`config.mk`:
```
export PLATFORM = sky130hd
export DESIGN_NAME = seq_shift_engine
export DESIGN_NICKNAME = d
export VERILOG_FILES = /design/src/rtl/shift_pkg.sv /design/src/rtl/seq_shift_engine.sv
export SDC_FILE = /design/constraint.sdc
export NUM_CORES = 1
export LEC_CHECK = 0
export CELL_PAD_IN_SITES_DETAIL_PLACEMENT = 2
export CELL_PAD_IN_SITES_GLOBAL_PLACEMENT = 2
export CORE_MARGIN = 3
export CORE_UTILIZATION = 24
export DETAILED_ROUTE_END_ITERATION = 6
export GPL_TIMING_DRIVEN = 0
export PLACE_DENSITY = 0.77
export SYNTH_ARGS = -nofsm -noshare
export SYNTH_HDL_FRONTEND = slang
export SYNTH_SLANG_ARGS = --single-unit
```
`constraint.sdc`:
```
create_clock -name clk -period 2.1 [get_ports clk]
set_clock_uncertainty 0.1 [all_clocks]
set_input_delay 0.42 -clock clk [delete_from_list [all_inputs] [get_ports clk]]
set_output_delay 0.42 -clock clk [all_outputs]
set_load 0.01 [all_outputs]
```
`src/rtl/shift_pkg.sv`:
```
// Shared types and constants for the sequential shift engine.
// Imported by seq_shift_engine and the shifter top level.
package shift_pkg;

   typedef enum logic [1:0] {
      S_IDLE,
      S_SHIFT,
      S_DONE
   } shift_state_t;

   localparam logic DIR_LEFT  = 1'b1;
   localparam logic DIR_RIGHT = 1'b0;

endpackage

```
`src/rtl/seq_shift_engine.sv`:
```
// Multi-cycle shifter, one bit position per clock.
// Feeds left/right results and registered direction to a 2:1 mux.
module seq_shift_engine
   import shift_pkg::*;
#(
   parameter int WIDTH   = 4,
   parameter int SHAMT_W = $clog2(WIDTH),
   parameter int ROTATE  = 0
) (
   input  logic               clk,
   input  logic               rst,
   input  logic               in_valid,
   output logic               in_ready,
   input  logic [WIDTH-1:0]   in_data,
   input  logic [SHAMT_W-1:0] in_shamt,
   input  logic               in_dir,
   output logic               out_valid,
   input  logic               out_ready,
   output logic [WIDTH-1:0]   out_left,
   output logic [WIDTH-1:0]   out_right,
   output logic               out_dir,
   output logic               busy
);

   shift_state_t       state_q, state_d;
   logic [WIDTH-1:0]   left_q;
   logic [WIDTH-1:0]   right_q;
   logic [SHAMT_W-1:0] cnt_q;
   logic               dir_q;
   logic               lfill;
   logic               rfill;

   assign lfill = (ROTATE != 0) ? left_q[WIDTH-1] : 1'b0;
   assign rfill = (ROTATE != 0) ? right_q[0] : 1'b0;

   assign in_ready  = (state_q == S_IDLE);
   assign out_valid = (state_q == S_DONE);
   assign busy      = (state_q == S_SHIFT)
                    || (state_q == S_DONE);
   assign out_left  = left_q;
   assign out_right = right_q;
   assign out_dir   = dir_q;

   // Next-state decode; requests outside S_IDLE are dropped.
   always_comb begin
      state_d = state_q;
      unique case (state_q)
         S_IDLE: begin
            if (in_valid) begin
               state_d = (in_shamt == '0) ? S_DONE
                                          : S_SHIFT;
            end
         end
         S_SHIFT: begin
            if (cnt_q == SHAMT_W'(1)) state_d = S_DONE;
         end
         S_DONE: begin
            if (out_ready) state_d = S_IDLE;
         end
         default: state_d = S_IDLE;
      endcase
   end

   // State, operand load and one-bit-per-cycle shift.
   always_ff @(posedge clk) begin
      if (rst) begin
         state_q <= S_IDLE;
         left_q  <= '0;
         right_q <= '0;
         cnt_q   <= '0;
         dir_q   <= DIR_RIGHT;
      end else begin
         state_q <= state_d;
         if (state_q == S_IDLE && in_valid) begin
            left_q  <= in_data;
            right_q <= in_data;
            cnt_q   <= in_shamt;
            dir_q   <= in_dir;
         end else if (state_q == S_SHIFT) begin
            left_q  <= {left_q[WIDTH-2:0], lfill};
            right_q <= {rfill, right_q[WIDTH-1:1]};
            cnt_q   <= cnt_q - SHAMT_W'(1);
         end
      end
   end

endmodule

```
# Word-level counts from Yosys, hierarchy flattened
# Index checks and enable logic that the tools add are counted.
[word_totals]
ff_bits = 13
elab_cells = 29
output_inout_bits = 12
inputBits = 11
[classes]
reduce_logical = 6
add_sub_neg = 1
n_eq_ne = 6
mux = 11
[op_table]
columns = ["cell", "count"]
rows = [
  ["2-to-1 mux 4 bit", 4],
  ["2-to-1 mux 2 bit", 6],
  ["one-hot mux 2 bit (3 select lines)", 1],
  ["== test 2 x 1 -> 1 bit (second input constant)", 2],
  ["zero test 2 bit", 2],
  ["inequality test 2 bit (second input constant)", 2],
  ["AND reduction 3 bit", 1],
  ["== test 2 bit (second input constant)", 1],
  ["inequality test 2 x 1 -> 1 bit (second input constant)", 1],
  ["nonzero test 2 bit", 1],
  ["subtractor 2 x 1 -> 2 bit (second input constant)", 1],
  ["logical AND 1 bit", 1],
  ["logical OR 1 bit", 1],
]

# Longest topological paths before layout
# Gate-level depths: netlist (run 1).
[logic_depth]
word_depth = 4
mapped_depth = 6
ltp_nobuf = 5

# Worst setup path before layout (run 1)
# Ideal clock, no wire load.
[synth_timing]
path_kind = "register to register"
from = "reg state_q[0]"
to = "reg state_q[0]"
path_stages_with_launch = 5
path_slack_ns = 0.392
setup_ns = 0.121
arrival_ns = 1.487
required_time_ns = 1.879
period_less_slack_ns = 1.708
path_buffers = 0
path_cell_list = "dfxtp_1 -> inv_1 -> ha_1 -> a222oi_1 -> mux2_2"
[synth_between]
elab_chain_cells = 3
elab_cells_between_ends = 8
cone_classes = "eq/ne (5); mux (1); reduce/logical (2)"
[synth_lines]
columns = ["item", "line_no", "rtl"]
rows = [
  ["start: declaration", "seq_shift_engine.sv:25", "shift_state_t state_q, state_d;"],
  ["start signal: assignment", "seq_shift_engine.sv:73", "state_q <= state_d;"],
  ["== test 2 x 1 -> 1 bit, or another cell as far along", "seq_shift_engine.sv:47", "unique case (state_q)"],
  ["inequality test 2 bit (no source line) / inequality test 2 x 1 -> 1 bit (equally long branches)", "-", ""],
  ["AND reduction 3 bit (no source line)", "-", ""],
]
# Parallel ways exist; a longest one is shown, timed or not.
# A chain may end at the register's enable or synchronous reset.

# Final worst setup path (run 1)
[layout_timing]
from = "reg state_q[0]"
to = "out out_valid"
[layout_between]
elab_chain_cells = 1
[layout_lines]
columns = ["item", "line_no", "rtl"]
rows = [
  ["== test 2 bit", "seq_shift_engine.sv:37", "assign out_valid = (state_q == S_DONE);"],
  ["end: declaration", "seq_shift_engine.sv:17", "output logic out_valid,"],
]
# Every way passes these cells.

==> metrics.yaml, run 1 <==
synthesis:
  synth_seq_cells: 13
  avgSynthCellArea_um2: 9.11
  netlist.area_leader.share_pct: 40.2
  netlist_instances: 71
  syn_nets: 88
  yosysTopAreaCell: "dfxtp_1"
  synth_warnings: 0
  syn_area_um2: 647
  synthTopCellsByArea: "dfxtp_1 40%, ha_1 12%, mux2i_1 9.3%"
  ys_types: 20
  synth.yosys.seq_area_share_pct: 40.2
detailed_routing:
  via_per_inst: 4.71
  vias: 593
  drt_iter0_drc: 7
  drtPass1Iterations: 4
  drt_wl_total_mm: 1.90
  post_drt_wl_per_cell_um: 15.1
  drc_errors: 0
  ant_nets: 0
place:
  io_buffer_count: 21
  place_ws_ps: -23.1
  place_congestion: 0.729
  detailed_place_hpwl_mm: 1.51
  placedCellCount: 122
timing:
  worstMarginPinSlew_ps: 473
  fin_ws_ps: 92.0
  hold_viol: 0
  setup_violations: 0
  rsz0062_at_grt: "no"
  slew_viol_final: 0
  maxSlewHeadroom_pct: 68.4
  finalCritPeriodShare_pct: 95.6
  period_needed_ps: 2010
  fmax_mhz: 498
floorplan:
  io_pins: 23
  core_mm2: 0.00252
  die_x_um: 57.9
  start_util_pct: 25.6
  die_height_um: 57.9
  die_area_mm2: 0.00335
  row_count: 18
global_routing:
  antenna_found_initial: 0
  grt_max_degree: 11
  grt_pass1_wl_mm: 3.08
  use_met3_pct: 4.01
  grt_pass1_vias: 637
  busiest_layer: "met2"
  globalRouteMet2Util_pct: 18.7
  grtUsageMet1_pct: 16.4
  overflow: 0
  track_usage_pct: 12.2
layout:
  syn2layout_area_growth_pct: 43.5
  drive_gt1_share_pct: 10.4
  regArea_um2: 263
  multi_input_area_um2: 348
  n_antenna_cell: 0
  nets: 114
  num-fill-cells: 290
  final_cells: 126
setup_path:
  critPathLaunch: "state_q[0]"
  r2r-start: "state_q[0]"
  criticalPathCategory: "flop to output port"
  worstSetupStartpointType: "flop"
  crit_path_end_kind: "output port"
  worstPathRequired_ps: 1580
  path_max_fanout: 4
  worst_ep_arrival_time_ps: 1490
clock_tree:
  cts_hold_buffers: 0
  path_clk_slew_ps: 80
  htreeDepth: 1
  clock_path_buffers: 2
  cts_root_buf: "clkbuf_4"
  numClockSinks: 13
  numCtsBuffers: 3
  cts_tree: "built"
  clock_latency_ps: 270
pwr:
  irDropWorstVdd_mv: 0.587
  pwr_density_cell_mw_per_mm2: 1210
  power.leakage_nw: 0.372
min_path:
  min_from: "out_dir"
  hold_path_class: "flop to flop"
job:
  max-cap-violations: 0
status:
  status: "finished clean"
final cells by class:
| type | instances | share of cell area (%) |
|---|---|---|
| multi-input cells | 48 | 37.5 |
| well taps | 30 | 4.04 |
| plain buffers | 3 | 1.35 |
| inverters | 7 | 2.83 |
| clock buffers | 4 | 2.83 |
| repair buffers | 21 | 23.2 |
| flip-flops and latches | 13 | 28.3 |
flip-flops by register name, indices dropped and copies added (netlist names):
signal / count
cnt_q: 2
out_dir: 1
out_left: 4
out_right: 4
state_q: 2
placed cells by master (no fill, tap or decap), drive strengths merged, types with 3 or more instances in the layout:
cell / n
nor2: 4
ha: 6
dfxtp: 13
mux2: 3
clkdlybuf4s50: 19
inv: 7
clkbuf: 6
mux2i: 6
a21oi: 9
o21ai: 3
nand3: 3
nand2: 5
stage by stage:
| step | cell area, µm² | TNS [ps] | utilization (%) | hold slack, ps | total power [W] |
|---|---|---|---|---|---|
| floorplan | 647 | 0 | - | 351 | 0.000712 |
| global placement | 895 | -18.2 | 35.5 | 342 | 0.000953 |
| detailed placement | 895 | -23.1 | 35.5 | 390 | 0.000980 |
| CTS | 923 | 0 | 36.6 | 401 | 0.00114 |
| global route | 928 | 0 | 36.8 | 419 | 0.00121 |
| finish | 928 | 0 | 36.8 | 386 | 0.00112 |
worst paths after layout:
path | slack, ps | to | cells past startpoint
min | 390 | out_dir | 2
max reg2reg | 220 | state_q[0] | 4
min reg2reg | 390 | out_dir | 2
max | 90 | out_valid | 3
logic make-up (layout without fill, tap and decap cells):
logic type	Yosys count	count (layout)	synth area share, %
XOR/XNOR	1	1	1.35
flip-flops	13	13	40.2
buffers and inverters	10	35	6.00
AND/OR/NAND/NOR	16	16	11.8
multiplexers	9	9	14.5
AO/OA/AOI/OAI	16	16	14.5
adder cells (fa/ha/maj)	6	6	11.6
synthesized netlist by cell type (all sizes together):
cell type	number
clkbuf	2
inv	7
nand3	3
xnor2	1
mux2i	6
mux2	3
nor3b	1
nor3	1
nand2	5
nand3b	2
o221ai	1
a21oi	9
buf	1
o21ai	3
dfxtp	13
a211oi	2
a222oi	1
ha	6
nor2	4
per-layer routing:
layer  part of all wire, %  vias up
met1                    47      278
li1                      -      298
met3                   4.6        2
met5                     0        -
met4                  0.68        0
met2                    48       15
power by group:
part | internal [W] | switching [W]
logic | 0.000297 | 0.000285
registers | 0.000327 | 0.0000597
clock network | 0.0000736 | 0.0000783
total | 0.000697 | 0.000423
critical path, stage by stage (launching register included):
cell	delay (ps)
dfxtp_2	340
inv_1	120
ha_1	210
clkdlybuf4s50_1	550
timing repair:
item                                    in CTS  in global routing
endpoints found under the hold margin        0                  0
setup buffers                                0                  0
endpoints found under the setup margin       1                  2
gates resized for setup                      2                  2
(Power assumes the default switching activity.)
==> run 2, diff against run 1 <==
- SKIP_CTS_REPAIR_TIMING: default -> 1
==> results of run 2 <==
The final DEF is identical to that of run 1; final timing and power are the same.
